`config.mk`:
```
export PLATFORM = sky130hd
export DESIGN_NAME = muldiv_ctrl
export DESIGN_NICKNAME = d
export VERILOG_FILES = /design/src/rtl/md_pkg.sv /design/src/rtl/div_iter.sv /design/src/rtl/muldiv_ctrl.sv
export SDC_FILE = /design/constraint.sdc
export NUM_CORES = 2
export LEC_CHECK = 0
export CAP_MARGIN = 20
export CORE_MARGIN = 1
export CORE_UTILIZATION = 55
export DETAILED_ROUTE_END_ITERATION = 10
export PLACE_DENSITY = 0.75
export SYNTH_ARGS = -nofsm -noshare
export SYNTH_HDL_FRONTEND = slang
export SYNTH_SLANG_ARGS = --single-unit
```
`constraint.sdc`:
```
create_clock -name clk -period 27.3 [get_ports clk]
set_input_delay 5.46 -clock clk [delete_from_list [all_inputs] [get_ports clk]]
set_output_delay 5.46 -clock clk [all_outputs]
set_load 0.05 [all_outputs]
```
`src/rtl/md_pkg.sv`:
```
// Shared types for the HI/LO multiply/divide sequencer: operation codes, FSM states, data width.
package md_pkg;
  localparam int DW = 32;

  typedef enum logic [2:0] {
    OP_NONE  = 3'd0,
    OP_MULT  = 3'd1,
    OP_MULTU = 3'd2,
    OP_DIV   = 3'd3,
    OP_DIVU  = 3'd4,
    OP_MTHI  = 3'd5,
    OP_MTLO  = 3'd6
  } md_op_t;

  typedef enum logic [1:0] {
    S_IDLE = 2'd0,
    S_MUL  = 2'd1,
    S_DIV  = 2'd2,
    S_DONE = 2'd3
  } md_state_t;

  function automatic logic is_signed_op(md_op_t op);
    return (op == OP_MULT) || (op == OP_DIV);
  endfunction
endpackage

```
`src/rtl/div_iter.sv`:
```
// Unsigned restoring divider, one quotient bit per cycle; done pulses in the last iteration
// cycle with quotient/remainder presented combinationally as that iteration's result.
module div_iter
  import md_pkg::*;
#(
  parameter int W    = DW,
  parameter int ITER = DW
) (
  input  logic         clk,
  input  logic         rst,
  input  logic         start,
  input  logic         kill,
  input  logic [W-1:0] dividend,
  input  logic [W-1:0] divisor,
  output logic         done,
  output logic [W-1:0] quotient,
  output logic [W-1:0] remainder
);
  localparam int CW = $clog2(ITER);

  logic [W-1:0]  rem_q, quo_q, dvs_q;
  logic [CW-1:0] cnt_q;
  logic          active_q;
  logic [W:0]    shifted, diff;
  logic          fits;

  // Quotient register doubles as the dividend shift register.
  always_comb begin
    shifted   = {rem_q, quo_q[W-1]};
    diff      = shifted - {1'b0, dvs_q};
    fits      = ~diff[W];
    remainder = fits ? diff[W-1:0] : shifted[W-1:0];
    quotient  = {quo_q[W-2:0], fits};
    done      = active_q && (cnt_q == CW'(ITER - 1));
  end

  always_ff @(posedge clk) begin
    if (rst) begin
      rem_q    <= '0;
      quo_q    <= '0;
      dvs_q    <= '0;
      cnt_q    <= '0;
      active_q <= 1'b0;
    end else if (kill) begin
      cnt_q    <= '0;
      active_q <= 1'b0;
    end else if (start) begin
      rem_q    <= '0;
      quo_q    <= dividend;
      dvs_q    <= divisor;
      cnt_q    <= '0;
      active_q <= 1'b1;
    end else if (active_q) begin
      rem_q <= remainder;
      quo_q <= quotient;
      cnt_q <= cnt_q + 1'b1;
      if (done) active_q <= 1'b0;
    end
  end
endmodule

```
`src/rtl/muldiv_ctrl.sv`:
```
// EX-stage HI/LO sequencer: 1-cycle registered multiply, iterative divide, MTHI/MTLO passthrough.
// Stalls the pipeline while busy; writes HI/LO once per operation; flush/reset abort with no write.
module muldiv_ctrl
  import md_pkg::*;
#(
  parameter int DW         = md_pkg::DW,
  parameter int DIV_CYCLES = md_pkg::DW
) (
  input  logic          clk,
  input  logic          rst,
  input  md_op_t        md_op_i,
  input  logic [DW-1:0] a_i,
  input  logic [DW-1:0] b_i,
  input  logic          ex_stall_i,
  input  logic          flush_i,
  output logic          stall_o,
  output logic          hi_we_o,
  output logic          lo_we_o,
  output logic [DW-1:0] hi_wdata_o,
  output logic [DW-1:0] lo_wdata_o,
  output logic          busy_o
);
  md_state_t       state_q, state_d;
  logic [DW-1:0]   a_q, b_q, hi_q, lo_q;
  logic            sgn_q;
  logic            is_mul, is_div, op_sgn, accept;
  logic [DW-1:0]   a_mag, b_mag, quo, rem, div_hi, div_lo;
  logic [2*DW-1:0] ext_a, ext_b, prod;
  logic            div_done, div_kill, neg_q, neg_r;

  always_comb begin
    is_mul = (md_op_i == OP_MULT) || (md_op_i == OP_MULTU);
    is_div = (md_op_i == OP_DIV)  || (md_op_i == OP_DIVU);
    op_sgn = is_signed_op(md_op_i);
    accept = (state_q == S_IDLE) && !flush_i && (is_mul || is_div);
    a_mag  = (op_sgn && a_i[DW-1]) ? -a_i : a_i;
    b_mag  = (op_sgn && b_i[DW-1]) ? -b_i : b_i;
    div_kill = flush_i && (state_q == S_DIV);

    ext_a = sgn_q ? {{DW{a_q[DW-1]}}, a_q} : {{DW{1'b0}}, a_q};
    ext_b = sgn_q ? {{DW{b_q[DW-1]}}, b_q} : {{DW{1'b0}}, b_q};
    prod  = ext_a * ext_b;

    // Zero divisor bypasses the sign fix-up: LO all ones, HI the raw dividend.
    neg_q  = sgn_q && (a_q[DW-1] ^ b_q[DW-1]);
    neg_r  = sgn_q && a_q[DW-1];
    div_lo = (b_q == '0) ? '1  : (neg_q ? -quo : quo);
    div_hi = (b_q == '0) ? a_q : (neg_r ? -rem : rem);
  end

  div_iter #(.W(DW), .ITER(DIV_CYCLES)) u_div (
    .clk       (clk),
    .rst       (rst),
    .start     (accept && is_div),
    .kill      (div_kill),
    .dividend  (a_mag),
    .divisor   (b_mag),
    .done      (div_done),
    .quotient  (quo),
    .remainder (rem)
  );

  always_comb begin
    state_d    = state_q;
    stall_o    = 1'b0;
    hi_we_o    = 1'b0;
    lo_we_o    = 1'b0;
    hi_wdata_o = '0;
    lo_wdata_o = '0;
    busy_o     = (state_q != S_IDLE);
    case (state_q)
      S_IDLE: begin
        if (!flush_i) begin
          if (is_mul || is_div) begin
            stall_o = 1'b1;
            state_d = is_mul ? S_MUL : S_DIV;
          end else if (md_op_i == OP_MTHI) begin
            hi_we_o    = 1'b1;
            hi_wdata_o = a_i;
          end else if (md_op_i == OP_MTLO) begin
            lo_we_o    = 1'b1;
            lo_wdata_o = a_i;
          end
        end
      end
      S_MUL: begin
        stall_o = !flush_i;
        state_d = flush_i ? S_IDLE : S_DONE;
      end
      S_DIV: begin
        stall_o = !flush_i;
        if (flush_i)       state_d = S_IDLE;
        else if (div_done) state_d = S_DONE;
      end
      S_DONE: begin
        hi_wdata_o = hi_q;
        lo_wdata_o = lo_q;
        if (flush_i) begin
          state_d = S_IDLE;
        end else if (!ex_stall_i) begin
          hi_we_o = 1'b1;
          lo_we_o = 1'b1;
          state_d = S_IDLE;
        end
      end
      default: state_d = S_IDLE;
    endcase
    if (rst) begin
      stall_o    = 1'b0;
      hi_we_o    = 1'b0;
      lo_we_o    = 1'b0;
      hi_wdata_o = '0;
      lo_wdata_o = '0;
      busy_o     = 1'b0;
    end
  end

  always_ff @(posedge clk) begin
    if (rst) begin
      state_q <= S_IDLE;
      a_q     <= '0;
      b_q     <= '0;
      sgn_q   <= 1'b0;
      hi_q    <= '0;
      lo_q    <= '0;
    end else begin
      state_q <= state_d;
      if (accept) begin
        a_q   <= a_i;
        b_q   <= b_i;
        sgn_q <= op_sgn;
      end
      if (state_q == S_MUL) begin
        hi_q <= prod[2*DW-1:DW];
        lo_q <= prod[DW-1:0];
      end else if ((state_q == S_DIV) && div_done) begin
        hi_q <= div_hi;
        lo_q <= div_lo;
      end
    end
  end
endmodule
```
# Yosys cells after proc, flatten, opt, wreduce, memory -nomap -nowiden
# Index checks and enable logic that the tools add are counted.
[classes]
eq_ne = 14
multipliers = 1
n_mux = 58
add_sub_neg = 6
bitwise_logic = 3
reduce_logical = 26
[op_table]
columns = ["operator", "n"]
rows = [
  ["$mux 32", 24],
  ["$mux 64", 2],
  ["$neg 32->32", 4],
  ["$pmux 32 s2", 2],
  ["$mul 64x64->64", 1],
  ["$sub 33x32->33", 1],
  ["$logic_not 32->1", 1],
  ["$mux 1", 18],
  ["$mux 2", 8],
  ["$logic_and 1x1->1", 10],
  ["$eq 3x3->1 const B", 3],
  ["$pmux 2 s4", 1],
  ["$eq 3x2->1 const B", 2],
  ["$ne 3x3->1 const B", 2],
  ["$pmux 1 s2", 3],
  ["$reduce_bool 2->1", 3],
  ["$add 5x1->5 const B", 1],
  ["$eq 5x5->1 const B", 1],
  ["$eq 2x2->1 const B", 2],
  ["$logic_or 1x1->1", 4],
  ["$reduce_and 2->1", 2],
  ["$reduce_and 4->1", 1],
  ["$reduce_or 2->1", 2],
  ["$eq 3x1->1 const B", 1],
  ["8 further kinds", 9],
]
[totals]
register_bits = 233
in_bits = 71
elab_cells = 119
output_inout_bits = 68

# Logic depth before layout (Yosys ltp)
[logic_depth]
depth_word = 7
depth_mapped = 37
ltp_nobuf = 34

# Hierarchy
# Synthesis repeated with hierarchy kept, for this count alone.
[unflattened]
hier_cells = 7125
hier_area_um2 = 62919.1
[modules_own_cells]
columns = ["module", "cells_per_inst", "area_per_inst_um2", "seq_area_each_um2", "n_inst"]
rows = [
  ["muldiv_ctrl", 6370, 56824.5, 2622.5, 1],
  ["div_iter", 755, 6094.6, 2042.0, 1],
]

# Worst setup path after synthesis
# OpenSTA, ideal clock, no wires.
[synth_timing]
path_kind = "input to output"
from = "in md_op_i[0]"
to = "out stall_o"
path_stages = 5
t_arrival_ps = 7279
setup_slack_ps = 14561
t_required_ps = 21840
path_buffers = 1
cell_sequence = "nor2_1 xnor2_1 nand2_1 clkbuf_1 a211oi_1"
[synth_between]
elab_chain_cells = 7
elab_cells_between_ends = 11
cone_classes = "eq/ne: 4; mux: 4; reduce/logical: 3"
[synth_lines]
columns = ["element", "line", "rtl"]
rows = [
  ["start: declaration", "muldiv_ctrl.sv:11", "input md_op_t md_op_i,"],
  ["$eq 3x1->1 (tied with other cells)", "muldiv_ctrl.sv:32", "is_mul = (md_op_i == OP_MULT) || (md_op_i == OP_MULTU);"],
  ["$logic_or 1x1->1, on equally long branches", "muldiv_ctrl.sv:32, muldiv_ctrl.sv:33", ""],
  ["$logic_or 1x1->1 (*)", "muldiv_ctrl.sv:74", "if (is_mul || is_div) begin"],
  ["$mux 1 (*)", "muldiv_ctrl.sv:74", ""],
  ["$mux 1 (*)", "muldiv_ctrl.sv:73", "if (!flush_i) begin"],
  ["$pmux 1 s2 (*)", "muldiv_ctrl.sv:71", "case (state_q)"],
  ["$mux 1 (*)", "muldiv_ctrl.sv:108", "if (rst) begin"],
  ["end: declaration", "muldiv_ctrl.sv:16", "output logic stall_o,"],
]
# Every way passes the cells marked *; elsewhere a longest branch is shown, timed or not.

# Worst setup path in the final report
[layout_timing]
from = "in flush_i"
to = "out hi_wdata_o[15]"
[layout_between]
elab_chain_cells = 3
[layout_lines]
columns = ["element", "line", "rtl"]
rows = [
  ["start: declaration", "muldiv_ctrl.sv:15", "input logic flush_i,"],
  ["$mux 32", "muldiv_ctrl.sv:73", ""],
  ["$pmux 32 s2", "muldiv_ctrl.sv:71", ""],
  ["$mux 32", "muldiv_ctrl.sv:108", ""],
  ["end: declaration", "muldiv_ctrl.sv:19", "output logic [DW-1:0] hi_wdata_o,"],
]
# No other way between the ends.

==> impl_metrics.json <==
{
  "drtPass1Iterations": 6,
  "synth_fp_nets": 9055,
  "fin_tns_setup_ns": 0,
  "setup_viol": 0,
  "grt_antenna_before_repair": 8,
  "reg2regPathDepth": 31,
  "critPathMaxFanout": 16,
  "outcome": "finished clean",
  "final.setup.worst_slack_ns": 13.11,
  "cts_hold_buf": 0,
  "fp.dieW_um": 341,
  "synth_top_area_cell": "fa_1",
  "vias": 49300,
  "die-area_sq_um": 116000,
  "multi_input_area_sq_um": 51000,
  "netlist_area_sq_um": 63100,
  "yosys_warnings": 0,
  "worst_slew_pin_slew_ns": 1.16,
  "whs_ns": 0.455,
  "htree_levels": 1,
  "regArea_sq_um": 4670,
  "rr_endpoint": "hi_q[29]$_SDFFE_PP0P_",
  "grt_pass1_vias": 52000,
  "ant_nets": 0,
  "start_util_pct": 55.8,
  "area_growth_pct": 5.30,
  "final_cells": 8574,
  "dp.cells": 8523,
  "ff2ff_setup_slack_ns": 16.00,
  "path_class": "in2out",
  "seq_area_frac_synth_pct": 7.39,
  "timing.fmax_mhz": 70.5,
  "start_kind": "primary input",
  "hold_end": "a_q[5]$_SDFFE_PP0P_",
  "relSlewSlack_pct": 22.2,
  "grt_max_degree": 98,
  "rsz0062_at_grt": "false",
  "fin_total_pwr_w": 0.00250,
  "p_leak_nw": 32.6,
  "layout.nets": 8896,
  "syn_avg_cell_area_sq_um": 8.75,
  "viasPerCell": 5.75,
  "cts_inserted_buffers": 28,
  "post_cts_buffers": 0,
  "worstPathRequired_ns": 21.84,
  "cap_violations": 0,
  "cts.sinks": 233,
  "route.detailed.wl_per_inst_um": 21.9,
  "grt.overflow.total": 0,
  "route.detailed.drc": 0,
  "clk_pin_slew_ns": 0.06,
  "ir_drop_mv": 0.0790,
  "place_congestion": 0.992,
  "powerDensity_nw_per_um2": 37.6,
  "ys_ff_latch": 233,
  "netlist.area_leader.share_pct": 45.0,
  "cts_root_buffer": "clkbuf_16",
  "drtIter0Drc": 4393,
  "clkLatencyLatePin_ns": 0.57,
  "async_reset_ff_share_pct": 0,
  "pre_cts_ws_ns": 13.37,
  "numPortBuffers": 138,
  "final_cell_mix": "inv_1 (1,590), fa_1 (1,420), nand2_1 (815)",
  "routed_wl_mm": 188,
  "period_minus_slack_ns": 14.19,
  "drive_gt1_share_pct": 2.64,
  "hold_viol_final": 0,
  "num_io_pins": 139,
  "worstSetupEndpointType": "output port",
  "die_h_um": 341,
  "cts_resized": 0,
  "fp.coreArea_sq_um": 113000,
  "synthTopCellsByArea": "fa_1 (45%), inv_1 (9.5%), dfxtp_1 (7.4%), ha_1 (7.0%), and2_1 (5.7%)",
  "synthFlopType": "dfxtp_1",
  "layout_commonest_cell": "inv_1",
  "cts_tree": "yes",
  "rows": 123,
  "r2r_start": "a_q[31]$_SDFFE_PP0P_",
  "clock_path_buffers": 3,
  "slew_violations": 0,
  "hold_start": "a_q[5]$_SDFFE_PP0P_",
  "grt_use_total_pct": 33.2,
  "worstPathArrival_ns": 8.73,
  "holdCritPathClass": "reg2reg",
  "grt_pass1_wl_mm": 297,
  "dp_hpwl_mm": 151,
  "num-fill-cells": 9802,
  "synth_cell_types": 84,
  "final.period_utilization_pct": 52.0,
  "clock_skew_ns": 0.0120,
  "syn-instance-count": 7213,
  "hold_depth": 2,
  "synth_edf_count": 0
}
[worst max path at each step]
stage,start,endpoint,depth (start not counted)
detailed placement,flush_i,hi_wdata_o[15],8
global route,flush_i,hi_wdata_o[18],8
global placement,flush_i,hi_wdata_o[15],8
floorplan,md_op_i[0],stall_o,5
finish,flush_i,hi_wdata_o[15],8
CTS,flush_i,hi_wdata_o[15],8
[cells by family after synthesis]
group | synth area share (%)
mux | 0.484
xor+xnor | 3.54
buf+inv | 12.0
fa+ha+maj | 52.0
flops | 7.39
simple gates | 15.5
compound gates | 9.06
[state kept, by name, summed over array words and instances (netlist names)]
signal          flops
u_div.cnt_q         5
hi_q               32
u_div.rem_q        32
u_div.dvs_q        32
u_div.active_q      1
b_q                32
state_q             2
u_div.quo_q        32
sgn_q               1
lo_q               32
a_q                32
[report_power, final]
| group | total [W] | switching (W) | internal [W] |
|---|---|---|---|
| logic | 0.00164 | 0.00113 | 0.000518 |
| registers | 0.000465 | 0.0000761 | 0.000389 |
| clock network | 0.000389 | 0.000161 | 0.000228 |
| total | 0.00250 | 0.00136 | 0.00113 |
[synthesized netlist by cell type (all sizes together), types with 8 or more instances]
| cell type | count |
|---|---|
| xor2 | 97 |
| a211oi | 104 |
| fa | 1420 |
| a2111oi | 19 |
| o41ai | 12 |
| nand2 | 818 |
| and2 | 579 |
| buf | 42 |
| o21a | 15 |
| o22ai | 13 |
| nor4 | 32 |
| a21oi | 276 |
| nand3 | 34 |
| a31oi | 21 |
| o211ai | 14 |
| nor2 | 371 |
| a21o | 64 |
| xnor2 | 158 |
| ha | 351 |
| o31ai | 25 |
| a22oi | 80 |
| a31o | 8 |
| dfxtp | 233 |
| nor2b | 21 |
| o21ai | 127 |
| nand2b | 25 |
| clkbuf | 374 |
| nand4 | 20 |
| inv | 1591 |
| or2 | 8 |
| mux2i | 26 |
| o21bai | 12 |
| a221oi | 10 |
| or3 | 15 |
| and3 | 40 |
| nor3 | 49 |
[per-layer routing]
metal  routed length (um)  GRT usage [%]
met2                87900           54.2
met1                72000           42.8
met4                11700           17.4
met3                16100           5.29
met5                   43              0
[metrics by stage]
stage	utilization, %	area [sq um]
finish	58.8	66500
global placement	57.9	65500
detailed placement	57.9	65500
floorplan	-	63100
CTS	58.7	66500
global route	58.8	66500
[cell type report]
cell class              instances  area share, %
flip-flops and latches        233           7.03
clock inverters                 8          0.156
multi-input cells            4973           76.6
clock buffers                  39           1.24
diodes                          3         0.0113
well taps                    1500           2.82
repair buffers                227           3.12
inverters                    1591           8.99
[worst max-delay path: stages]
cell and delay (ns):
clkdlybuf4s50_1 0.56, nor2_1 0.31, nand2_1 0.15, nor3b_2 0.65
buf_4 0.37, a22oi_1 0.10, nor2_1 0.25, clkdlybuf4s50_1 0.86
(Power assumes the default switching activity.)
